**config.mk**
```make
export PLATFORM = sky130hd
export DESIGN_NAME = rng_fifo
export DESIGN_NICKNAME = d
export VERILOG_FILES = /design/src/rtl/rng_fifo.sv
export SDC_FILE = /design/constraint.sdc
export NUM_CORES = 1
export LEC_CHECK = 0
export ABC_AREA = 1
export BUFFER_PORTS_ARGS = -buffer_cell sky130_fd_sc_hd__buf_2
export CORE_ASPECT_RATIO = 1.5
export CORE_MARGIN = 1.5
export CORE_UTILIZATION = 55
export DETAILED_ROUTE_END_ITERATION = 10
export PLACE_DENSITY = 0.77
export SLEW_MARGIN = 20
export SYNTH_ARGS = -nofsm -noshare
export SYNTH_HDL_FRONTEND = slang
export SYNTH_SLANG_ARGS = --single-unit
```
**constraint.sdc**
```tcl
create_clock -name clock -period 2.1 [get_ports clock]
set_input_delay 0.21 -clock clock [delete_from_list [all_inputs] [get_ports clock]]
set_output_delay 0.21 -clock clock [all_outputs]
set_load 0.005 [all_outputs]
```
**src/rtl/rng_fifo.sv**
```systemverilog
// Prefetching show-ahead FIFO that drives the LFSR generator handshake and stocks WIDTH-bit random values.
// Latency: 5 cycles per value (IDLE, REQ, 3x WAIT); rd_data/valid/full are combinational from registered state.
// Backpressure: no request while count == DEPTH; with RNG_FIFO_REJECT_EN defined, values >= LIMIT are discarded.
module rng_fifo #(
    parameter int DEPTH   = 8,
    parameter int WIDTH   = 4,
    parameter int LIMIT   = 10,
    parameter int TIMEOUT = 15
) (
    input  logic                   clock,
    input  logic                   nrst,
    input  logic                   run,
    output logic                   en_rng,
    input  logic                   done,
    input  logic [15:0]            rng_in,
    input  logic                   rd_en,
    output logic [WIDTH-1:0]       rd_data,
    output logic                   valid,
    output logic                   full,
    output logic [$clog2(DEPTH):0] count,
    output logic                   err
);
    localparam int PW = $clog2(DEPTH);
    localparam int CW = PW + 1;
    localparam int TW = $clog2(TIMEOUT);
    localparam logic [CW-1:0] DEPTH_C   = CW'(DEPTH);
    localparam logic [TW-1:0] WAIT_LAST = TW'(TIMEOUT - 1);

    typedef enum logic [1:0] {
        ST_IDLE = 2'd0,
        ST_REQ  = 2'd1,
        ST_WAIT = 2'd2
    } state_t;

    state_t           state;
    logic [TW-1:0]    wait_cnt;
    logic [WIDTH-1:0] mem [DEPTH];
    logic [PW-1:0]    wr_ptr;
    logic [PW-1:0]    rd_ptr;
    logic [WIDTH-1:0] cap;
    logic             accept;
    logic             push;
    logic             pop;
    logic             unused_rng;

    assign cap        = rng_in[WIDTH-1:0];
    assign unused_rng = ^rng_in;

`ifdef RNG_FIFO_REJECT_EN
    assign accept = (32'(cap) < 32'(LIMIT));
`else
    logic unused_limit;
    assign unused_limit = (LIMIT != 0);
    assign accept       = 1'b1;
`endif

    // A request is only issued below DEPTH and reads only shrink count, so push never overflows.
    assign push = (state == ST_WAIT) && done && accept;
    assign pop  = rd_en && (count != '0);

    always_ff @(posedge clock) begin
        if (!nrst) begin
            state    <= ST_IDLE;
            en_rng   <= 1'b0;
            err      <= 1'b0;
            wait_cnt <= '0;
        end else begin
            case (state)
                ST_IDLE: begin
                    if (run && (count < DEPTH_C)) begin
                        state  <= ST_REQ;
                        en_rng <= 1'b1;
                    end
                end
                ST_REQ: begin
                    en_rng   <= 1'b0;
                    wait_cnt <= '0;
                    state    <= ST_WAIT;
                end
                ST_WAIT: begin
                    if (done) begin
                        state <= ST_IDLE;
                    end else if (wait_cnt == WAIT_LAST) begin
                        err   <= 1'b1;
                        state <= ST_IDLE;
                    end else begin
                        wait_cnt <= wait_cnt + 1'b1;
                    end
                end
                default: begin
                    state  <= ST_IDLE;
                    en_rng <= 1'b0;
                end
            endcase
        end
    end

    always_ff @(posedge clock) begin
        if (!nrst) begin
            wr_ptr <= '0;
            rd_ptr <= '0;
            count  <= '0;
        end else begin
            if (push) wr_ptr <= wr_ptr + 1'b1;
            if (pop)  rd_ptr <= rd_ptr + 1'b1;
            if (push && !pop) begin
                count <= count + 1'b1;
            end else if (pop && !push) begin
                count <= count - 1'b1;
            end
        end
    end

    always_ff @(posedge clock) begin
        if (nrst && push) mem[wr_ptr] <= cap;
    end

    assign valid   = (count != '0);
    assign full    = (count == DEPTH_C);
    assign rd_data = valid ? mem[rd_ptr] : '0;

endmodule

```
* After elaboration in Yosys (flattened, before gate mapping)
Memories as Yosys holds them, arrays and structs flattened. A register that Yosys moved wholly into a read port is not among the register bits.
Index checks and enable logic that the tools add are counted.
** Cells by class
- Equality and inequality tests :: 8
- Shift operators :: 0
- $lt $le $gt $ge :: 1
- Muxes and demuxes :: 16
- Add/subtract/negate cells :: 5
- Reduce and logical (&&, ||, !) cells :: 16
- Div/mod/pow operators :: 0
- Bitwise operators :: 2
- Multipliers :: 0
** Operators with widths (number)
- two-way mux 4 bit :: 5
- adder 4 x 1 -> 4 bit (second input constant) :: 2
- equality test 4 bit (second input constant) :: 2
- one-hot mux 4 bit (2 select lines) :: 1
- adder 3 x 1 -> 3 bit (second input constant) :: 2
- logical AND 1 bit :: 6
- two-way mux 2 bit :: 3
- two-way mux 3 bit :: 2
- != test 2 bit (second input constant) :: 3
- one-hot mux 2 bit (3 select lines) :: 1
- AND reduction 3 bit :: 2
- < comparator 4 bit (second input constant) :: 1
- AND reduction 2 bit :: 2
- nonzero test 2 bit :: 2
- nonzero test 4 bit :: 1
- subtractor 4 x 1 -> 4 bit (second input constant) :: 1
- two-way mux 1 bit :: 3
- != test 3 x 2 -> 1 bit (second input constant) :: 1
- equality test 2 x 1 -> 1 bit (second input constant) :: 1
- equality test 2 bit (second input constant) :: 1
- logical NOT 1 bit :: 2
- logical NOT 2 bit :: 1
- inverter 1 bit :: 2
- one-hot mux 1 bit (2 select lines) :: 1
** Word-level totals
- RAM bits :: 32
- Output and inout bits :: 12
- Bits in registers :: 18
- Bits in latches :: 0
- Word-level logic and storage cells :: 56
- Input port bits :: 21
- Memories :: 1
- Bits in read-only memories :: 0
** Memory list
- mem :: depth 8, width 4, rd ports 1, clocked after memory_dff 1, wr ports 1, RTL line 37 : logic [WIDTH-1:0] mem [DEPTH];

* Longest topological paths before layout
- Depth in word-level cells :: 6
- Gate-level depth with buffers :: 13
- Depth with buffers taken out :: 13

* Least setup slack after synthesis
Ideal clock, no wire load.
- Kind :: register -> register
- Start point :: reg count[0]
- End point :: reg count[3]
- Slack :: 0.215 ns
- Path buffers :: 0
- Cell stages (with the launch flop) :: 12
- Data required time :: 1.991 ns
- Library setup time :: 0.109 ns
- Data arrival time :: 1.776 ns
- Cell sequence :: dfxtp_1 nor2_2 nand3_4 nand2_4 ha_1 inv_1 ha_1 or2_2 nand3_1 nand3_1 nand2_1 inv_1
** On the way
- Longest elaborated chain between the ends :: 5
- Elaborated cells on any way between the ends :: 10
- Those cells by class :: add/sub: 2; mux: 2; reduce/logical: 6
** Ends and longest elaborated chain
- start, declared :: RTL line 20 : output logic [$clog2(DEPTH):0] count,
- start signal, assigned :: RTL line 107 : count <= count + 1'b1;
- start signal, assigned :: RTL line 109 : count <= count - 1'b1;
- nonzero test 4 bit *
- named net valid :: RTL line 18 : output logic valid,
- logical AND 1 bit * :: RTL line 59 : assign pop = rd_en && (count != '0);
- logical NOT 1 bit :: RTL line 106 : if (push && !pop) begin
- logical AND 1 bit :: RTL line 106
- two-way mux 4 bit / nonzero test 2 bit (equally long branches)
The timed path passes the listed nets; every way through them passes the cells marked *. The select of a mux whose other input is x is not followed.
A chain may end at the register's enable or synchronous reset.

* Worst setup path in the final report
- Start point :: reg count[0]
- End point :: reg count[3]
** On the way
- Longest elaborated chain between the ends :: 5
- Elaborated cells on any way between the ends :: 10
- Those cells by class :: add/sub: 2; mux: 2; reduce/logical: 6
** Ends and longest elaborated chain
- branches (longest 5 deep; another with subtractor 4 x 1 -> 4 bit)
Several ways; the timed one is not identified. The select of a mux whose other input is x is not followed.

==> run metrics <==
GRT Util Overall=20.7%; switch share=35.5%; Clock transition at path regs=0.09 ns; sequential element share of the synthesized area=56.6%; DRC violations left=0; fill count=363; Avg Cell Area, Syn=9.24 sq um; layout net count=324; total number of vias=1781; Seq pwr share=43.8%; layout cell share with drive strength beyond 1=18.6%; dominant synthesized flop cell=edfxtp_1; Comb pwr share=36.9%; main combinational cell family by area after synthesis=simple AND/OR/NAND/NOR gates; Tmin final=1.89 ns; Placed Cells=332; Synth Area in Simple Gates=25.7%; critical path peak fanout=4; H-tree lvl count=2; Post-synth EDFFs=32; worst path cell trace=nor2_2 -> nand3_4 -> nand2_4 -> ha_1 -> inv_1 -> ha_1 -> or2_2 -> nand3_1 -> nand3_1 -> nand2_1 -> inv_1; first-pass GRT wire length=7.71 mm; largest area contributor in the netlist=edfxtp_1; Hold Path Class=primary input to register; core box area=0.00425 sq mm; # diodes=0; initial antenna violation count=0; final hold slack=0.157 ns; final wirelength=4.46 mm; DRT Pass-1 Iters=6; max-slew violation count=0; Setup TNS=0 ns; Clock Tree Buf Depth=2; worst reg2reg setup slack=0.21 ns; top post-synthesis cells by area=edfxtp_1 (39%), dfxtp_1 (17%), nand2_1 (9.4%), nor2_1 (6.2%), inv_1 (3.8%); gp weighted congestion=0.797; CP peak stage delay=0.33 ns; Synth Area in Compound Gates=5.49%; most frequent cell after synthesis=nand2_1; area share of xor/xnor cells in the synthesized design=0.718%; DP Worst Slack=0.146 ns; Clock Power Share=19.3%; fmax=528 MHz; RSZ-0062 raised after global routing=false; IO Count=33; root buffer cell=clkbuf_8; clock skew=0.00665 ns; CTS tree=done; post-synth top area share=39.4%; switching power total=1.05 mW; Internal=1.90 mW; Crit-path slowest cell=dfxtp_1; met2 Use GR=38.5%; GR peak layer=met2; GR Util met3=3.39%; actual slew at the worst max-slew pin=0.658 ns; IO buf count=20; post-synthesis cell area=0.00244 sq mm; CP required=2.32 ns; Top Family by Delay on Critical Path=simple AND/OR/NAND/NOR gates; Yosys cell types=30; detailed placement HPWL=3.36 mm; number of buffers and inverters on the critical path=2; status=complete, no violations; post-route clock period utilization=90.1%; site row count=29; met1 global-route usage=21.5%; Avg WL per Cell=13.0 microns; ys async rst share=0%; power consumption=2.95 mW; synth cell count leaders=nand2_1 (61), nor2_1 (40), edfxtp_1 (32); clock tree sinks=53; critical path class=register to register; PD cells=1090 mW/mm^2; DIE AREA=0.00485 sq mm; Maximum Capacitance Violations=0; P_leak=1.18 nW; post-synth net total=293; Num CTS Buffers=5; antenna-violating nets left=0; Worst Path Arrival=2.11 ns; Non-Filler Instances=342; vias in the first global route=1750; DRT iter0 DRCs=60; Synth Warn #=0; final hold vios=0; PnR worst setup slack=0.207 ns; Via density=5.21; adder-cell share of the synthesized area=4.41%; worst skew pair latency=0.31 ns; total grt overflow=0; CP startpoint kind=register; FF+latch count, synth=53; crit end category=register; post-synthesis mux area share=0%; Chip Width=57.4 microns; largest net degree at the start of global routing=18; Initial Utilization=57.4%; Mapped Cells=264; setup violators final=0; Worst VDD drop=0.00107 V; relative max-transition margin=55.8%; Vert. Die Dim=84.6 microns; area grow syn2layout=11.3%
## timing repair
action / 4_1_cts / 5_1_grt
buffers inserted: 0 / 2
gates resized for setup: 0 / 2
setup endpoints to repair: 0 / 5
hold buffers: 0 / 0
## layout make-up
class | count | area (sq um) | area share, %
flip-flops and latches | 53 | 1380 | 51.0
multi-input cells | 174 | 886 | 32.6
repair buffers | 30 | 175 | 6.45
inverters | 31 | 121 | 4.47
clock buffers | 5 | 68.8 | 2.54
well taps | 46 | 57.6 | 2.12
clock inverters | 3 | 21.3 | 0.784
## metrics by stage
| step | cell area (sq um) | util, % |
|---|---|---|
| after floorplan | 2440 | - |
| after global placement | 2610 | 61.4 |
| after detailed placement | 2610 | 61.4 |
| after CTS | 2700 | 63.5 |
| after global routing | 2710 | 63.9 |
| final | 2710 | 63.9 |
## worst register-to-register path: cells and delay by family (launching register included)
family,cells,cell delay (ns)
simple gates,7,0.88
fa+ha+maj,2,0.47
buf+inv,2,0.13
flops,1,0.33
## power by group through the flow
stage / Combinational (mW) / Sequential [mW] / Clock, mW
6_report: 1.09 / 1.29 / 0.570
5_1_grt: 1.26 / 1.30 / 0.630
3_3_place_gp: 1.01 / 1.30 / 0
4_1_cts: 1.04 / 1.29 / 0.584
2_1_floorplan: 0.758 / 1.29 / 0
3_5_place_dp: 1.04 / 1.31 / 0
## final timing paths
check,from,end,depth (start not counted)
min,run,state[0],3
max reg2reg,count[0],count[3],11
max,count[0],count[3],11
min reg2reg,en_rng,en_rng,2
## per-layer routing
| layer | share of wire [%] | wire (microns) |
|---|---|---|
| met3 | 2.9 | 130 |
| met4 | 2.9 | 129 |
| met5 | 0 | 0 |
| met2 | 56 | 2500 |
| met1 | 38 | 1700 |
## cells by family after synthesis
kind of cell,Yosys count
flops,53
fa+ha+maj,8
buf+inv,37
xor+xnor,2
compound gates,26
simple gates,138
## placed cells by master, fill, tap and decap left out, drive strengths merged
master,instances
a21oi,12
buf,30
clkbuf,5
clkinv,2
clkinvlp,1
dfxtp,21
edfxtp,32
fa,1
ha,7
inv,31
nand2,64
nand3,20
nand4,2
nor2,43
nor3,6
nor4,1
o21ai,14
or2,2
xor2,2
## registers in the layout, summed over array words and instances, names as in the netlist, named ones only
signal    flops
wr_ptr        3
en_rng        1
wait_cnt      4
rd_ptr        3
mem          32
state         2
count         4
err           1
No activity file was read; power rests on OpenSTA's default activity.
